<file path="config.mk">
export PLATFORM = sky130hd
export DESIGN_NAME = seq_div
export DESIGN_NICKNAME = d
export VERILOG_FILES = /design/src/rtl/seq_div.sv
export SDC_FILE = /design/constraint.sdc
export NUM_CORES = 1
export LEC_CHECK = 0
export BUFFER_PORTS_ARGS = -buffer_cell sky130_fd_sc_hd__buf_4
export CORE_MARGIN = 5
export CORE_UTILIZATION = 25
export DETAILED_ROUTE_END_ITERATION = 6
export HOLD_SLACK_MARGIN = 0.02
export SLEW_MARGIN = 20
export SYNTH_ARGS = -nofsm -noshare
export SYNTH_HDL_FRONTEND = slang
export SYNTH_SLANG_ARGS = --single-unit
export TNS_END_PERCENT = 5
</file>
<file path="constraint.sdc">
create_clock -name clk -period 2.5 [get_ports clk]
set_input_delay 0.75 -clock clk [delete_from_list [all_inputs] [get_ports clk]]
set_output_delay 0.75 -clock clk [all_outputs]
set_load 0.1 [all_outputs]
</file>
<file path="src/rtl/seq_div.sv">
// rtl/seq_div.sv - multi-cycle signed restoring divider, one quotient bit per cycle
module seq_div #(
    parameter int WIDTH = 8
) (
    input  logic             clk,
    input  logic             nReset,
    input  logic             Start,
    input  logic [WIDTH-1:0] A,
    input  logic [WIDTH-1:0] B,
    output logic [WIDTH-1:0] Q,
    output logic [WIDTH-1:0] R,
    output logic             Busy,
    output logic             Done,
    output logic             DivZero
);

    localparam int CW = $clog2(WIDTH + 1);
    localparam logic [CW-1:0]    LAST = CW'(WIDTH - 1);
    localparam logic [CW-1:0]    CNT_ONE = CW'(1);
    localparam logic [WIDTH-1:0] ZERO = '0;
    localparam logic [WIDTH-1:0] ONES = '1;

    typedef enum logic [1:0] {
        IDLE = 2'd0,
        CALC = 2'd1,
        FIX  = 2'd2
    } state_t;

    state_t           state_q;
    logic [CW-1:0]    cnt_q;
    logic [WIDTH:0]   p_q;
    logic [WIDTH-1:0] d_q;
    logic [WIDTH-1:0] mb_q;
    logic [WIDTH-1:0] a_q;
    logic             qneg_q;
    logic             rneg_q;
    logic             dz_q;
    logic [WIDTH-1:0] q_q;
    logic [WIDTH-1:0] r_q;
    logic             busy_q;
    logic             done_q;
    logic             divzero_q;

    logic [WIDTH-1:0] abs_a;
    logic [WIDTH-1:0] abs_b;
    logic [WIDTH:0]   p_sh;
    logic [WIDTH:0]   t;
    logic             ge;
    logic [WIDTH:0]   p_d;
    logic [WIDTH-1:0] d_d;
    logic [WIDTH-1:0] q_fix;
    logic [WIDTH-1:0] r_fix;

    // Operand magnitudes, one restoring step, and sign/zero fix-up of the final result
    always_comb begin
        abs_a = A[WIDTH-1] ? (ZERO - A) : A;
        abs_b = B[WIDTH-1] ? (ZERO - B) : B;
        // Shifted partial remainder; the dropped P MSB is always zero since P < |B|,
        // but it still participates in the compare so the full P width is honoured.
        p_sh  = {p_q[WIDTH-1:0], d_q[WIDTH-1]};
        ge    = ({p_q, d_q[WIDTH-1]} >= {2'b00, mb_q});
        t     = p_sh - {1'b0, mb_q};
        if (ge) begin
            p_d = t;
            d_d = {d_q[WIDTH-2:0], 1'b1};
        end else begin
            p_d = p_sh;
            d_d = {d_q[WIDTH-2:0], 1'b0};
        end
        q_fix = qneg_q ? (ZERO - d_q) : d_q;
        r_fix = rneg_q ? (ZERO - p_q[WIDTH-1:0]) : p_q[WIDTH-1:0];
        if (dz_q) begin
            q_fix = ONES;
            r_fix = a_q;
        end
    end

    // Control FSM with datapath registers and registered outputs
    always_ff @(posedge clk or negedge nReset) begin
        if (!nReset) begin
            state_q   <= IDLE;
            cnt_q     <= '0;
            p_q       <= '0;
            d_q       <= '0;
            mb_q      <= '0;
            a_q       <= '0;
            qneg_q    <= 1'b0;
            rneg_q    <= 1'b0;
            dz_q      <= 1'b0;
            q_q       <= '0;
            r_q       <= '0;
            busy_q    <= 1'b0;
            done_q    <= 1'b0;
            divzero_q <= 1'b0;
        end else begin
            done_q <= 1'b0;
            case (state_q)
                IDLE: begin
                    if (Start) begin
                        state_q <= CALC;
                        busy_q  <= 1'b1;
                        cnt_q   <= '0;
                        p_q     <= '0;
                        d_q     <= abs_a;
                        mb_q    <= abs_b;
                        a_q     <= A;
                        qneg_q  <= A[WIDTH-1] ^ B[WIDTH-1];
                        rneg_q  <= A[WIDTH-1];
                        dz_q    <= (B == ZERO);
                    end
                end
                CALC: begin
                    p_q <= p_d;
                    d_q <= d_d;
                    if (cnt_q == LAST) begin
                        cnt_q   <= '0;
                        state_q <= FIX;
                    end else begin
                        cnt_q <= cnt_q + CNT_ONE;
                    end
                end
                FIX: begin
                    q_q       <= q_fix;
                    r_q       <= r_fix;
                    divzero_q <= dz_q;
                    done_q    <= 1'b1;
                    busy_q    <= 1'b0;
                    state_q   <= IDLE;
                end
                default: begin
                    state_q <= IDLE;
                    busy_q  <= 1'b0;
                end
            endcase
        end
    end

    assign Q       = q_q;
    assign R       = r_q;
    assign Busy    = busy_q;
    assign Done    = done_q;
    assign DivZero = divzero_q;

endmodule

</file>
==> qor.txt <==
Total global-route track usage: 11.16%
Hold Path Class: reg2reg
Root Driver: clkbuf_16
Worst-case clock buffer depth: 2
Fillers: 1432
Final wirelength: 9.035 mm
Tcrit/Tclk final: 94.23%
Worst-Margin Slew: 0.7815 ns
Area delta synth->final: 22.38%
Final ANT Viol Nets: 0
Fraction of registers with async set/reset: 100.0%
Largest net degree at the start of global routing: 61
Per-cell routed wire length: 14.48 um
Synth Area per Inst: 8.792 sq um
Reg2reg start: p_q[4]$_DFFE_PN0P_
Critical setup path kind: reg2reg
CP Buf/Inv Count: 1
1st-pass router iterations: 4
CTS Sinks: 60
Core area: 0.01393 sq mm
Levels on crit path: 7
Post-layout min period: 2.356 ns
Initial antenna violation count: 0
Seq/Total Area, Yosys: 42.16%
First-pass GRT wire length: 14.90 mm
Number of top-level pins: 38
Crit path from: p_q[4]$_DFFE_PN0P_
Placer Congestion: 0.8593
Post-CTS Hold Buffers: 0
Critical path peak fanout: 10
Post-synth EDFFs: 0
Mapped Area: 0.003561 sq mm
Via count: 3007
FF-to-FF setup slack: 0.14 ns
Nets: 472
Worst-path clk slew: 0.05 ns
Max incr delay on CP: 0.46 ns
Hold Path Origin: R[7]$_DFFE_PN0P_
Setup violators final: 0
Slowest library cell on the worst path: ha_1
CTS tree: yes
Vias per inst: 4.819
CP startpoint kind: flop
Die area: 0.01673 sq mm
Die height: 129.3 um
Clock skew: 0.007731 ns
Vias in the first global route: 3038
Slew Limit Headroom: 47.90%
CP Cell Sequence: ha_1 -> a211oi_2 -> o21ai_2 -> nor3_4 -> buf_4 -> mux2i_1 -> o22ai_1
Port Buf Inserts: 37
Type of destination of the critical path: flop
Share of layout cells above drive strength 1: 16.44%
H-tree levels: 3
Initial core utilization: 25.55%
Final hold violation count: 0
Worst reg2reg path depth: 7
Die Span X: 129.3 um
TritonCTS Buffers: 9
Achievable Freq: 424.5 MHz
Syn_nets: 438
CP required: 2.69 ns
Gr ovfl total: 0
Sum Neg Setup Slack: 0 ns
Cell family with most CP delay: compound AO/OA/AOI/OAI gates
Status: complete, no violations
Initial DRC count: 155
Total of max-cap violations: 0
RSZ-0062 raised after global routing: no
Primary FF master, synth: dfrtp_1
Hpwl dp: 6.702 mm
FF+latch count, synth: 60
Synthesized instance count: 405
Yosys cell types: 59
Hold-critical path depth: 2
Row count: 43
Worst path arrival time: 2.55 ns
Antenna cells: 0
Max-slew violations: 0
Clock latency on the worst-skew pair: 0.33 ns
Residual DRC: 0
Yosys warns: 0
## sequential cells by signal (all words and copies together) (netlist names)
register	count
R	8
dz_q	1
a_q	8
d_q	8
DivZero	1
qneg_q	1
state_q	2
cnt_q	4
mb_q	8
Q	8
Done	1
Busy	1
p_q	9
## layout by cell type (no fill, tap or decap), types with 9 or more instances in the layout
| cell | count |
|---|---|
| buf_4 | 46 |
| o21ai_0 | 21 |
| dfrtp_1 | 60 |
| ha_1 | 13 |
| inv_1 | 20 |
| mux2i_1 | 10 |
| xnor2_1 | 15 |
| nor2_1 | 22 |
| clkbuf_16 | 9 |
| a21oi_1 | 10 |
| o21ai_1 | 27 |
| xor2_1 | 10 |
| nand2_1 | 80 |
## final cells by class
class	count	area [sq um]	area share (%)
Multi-Input combinational cell	301	1881	43.15
Clock buffer	10	239.0	5.484
Sequential cell	60	1501	34.45
Tap cell	180	225.2	5.168
Inverter	21	78.83	1.809
Clock inverter	6	87.58	2.010
Timing Repair Buffer	46	345.3	7.924
## synth_stat cells (3+ instances only)
| master | number | area (sq um) |
|---|---|---|
| a211oi_1 | 3 | 22.52 |
| a21oi_1 | 10 | 50.05 |
| a22oi_1 | 4 | 30.03 |
| a32oi_1 | 3 | 26.28 |
| buf_2 | 3 | 15.01 |
| clkbuf_1 | 17 | 63.81 |
| dfrtp_1 | 60 | 1501 |
| ha_1 | 13 | 162.7 |
| inv_1 | 20 | 75.07 |
| mux2i_1 | 10 | 100.1 |
| nand2_1 | 80 | 300.3 |
| nand2b_1 | 4 | 25.02 |
| nand3_1 | 7 | 35.03 |
| nand3b_1 | 4 | 30.03 |
| nor2_1 | 22 | 82.58 |
| nor2b_1 | 6 | 37.54 |
| nor4_1 | 5 | 31.28 |
| o21ai_0 | 21 | 105.1 |
| o21ai_1 | 27 | 135.1 |
| o22ai_1 | 4 | 25.02 |
| o31ai_1 | 8 | 60.06 |
| or3_1 | 6 | 37.54 |
| or4_1 | 3 | 22.52 |
| xnor2_1 | 15 | 131.4 |
| xor2_1 | 10 | 87.58 |
## kinds of logic after synthesis
kind of cell / share of synthesized area, %
simple gates: 20.38
compound gates: 17.89
mux: 3.127
buf+inv: 5.165
fa+ha+maj: 5.130
flops: 42.16
xor+xnor: 6.149
## stage by stage
step | util, % | hold WS (ns) | instances | instance area (sq um) | setup slack (ns)
floorplan | - | 0.4388 | 405 | 3561 | 0.4385
global placement | 28.89 | 0.4591 | 608 | 4026 | 0.2511
detailed placement | 28.89 | 0.4646 | 608 | 4026 | 0.1034
CTS | 31.24 | 0.4721 | 624 | 4353 | 0.09102
global route | 31.27 | 0.4928 | 624 | 4358 | 0.006919
finish | 31.27 | 0.4693 | 624 | 4358 | 0.1442
## worst register-to-register path, stage by stage (launching register included)
cell and delay (ns):
dfrtp_1 0.45, ha_1 0.46, a211oi_2 0.31, o21ai_2 0.15, nor3_4 0.30, buf_4 0.24
mux2i_1 0.21, o22ai_1 0.10
## layer usage
| layer | up-vias | wire length [um] | global-route usage, % | share of wire [%] |
|---|---|---|---|---|
| li1 | 1484 | - | - | - |
| met2 | 55 | 4473 | 18.84 | 50 |
| met3 | 12 | 436 | 2.844 | 4.8 |
| met1 | 1456 | 3955 | 13.71 | 44 |
| met4 | 0 | 170 | 4.262 | 1.9 |
| met5 | - | 0 | 0 | 0 |
## path summary, 6_finish.rpt
path / to
max: p_q[1]$_DFFE_PN0P_
min: R[7]$_DFFE_PN0P_
max reg2reg: p_q[1]$_DFFE_PN0P_
min reg2reg: R[7]$_DFFE_PN0P_
max in group asynchronous: Q[4]$_DFFE_PN0P_
min in group asynchronous: Busy$_DFFE_PN0P_
## repair_timing
action | in CTS | in global routing
gates resized for setup | 0 | 1
buffers inserted | 0 | 0
setup endpoints to repair | 0 | 4
Power is left out: the tool's default activity adds up to more than one toggle a clock period on the data nets, which glitch-free logic cannot reach.
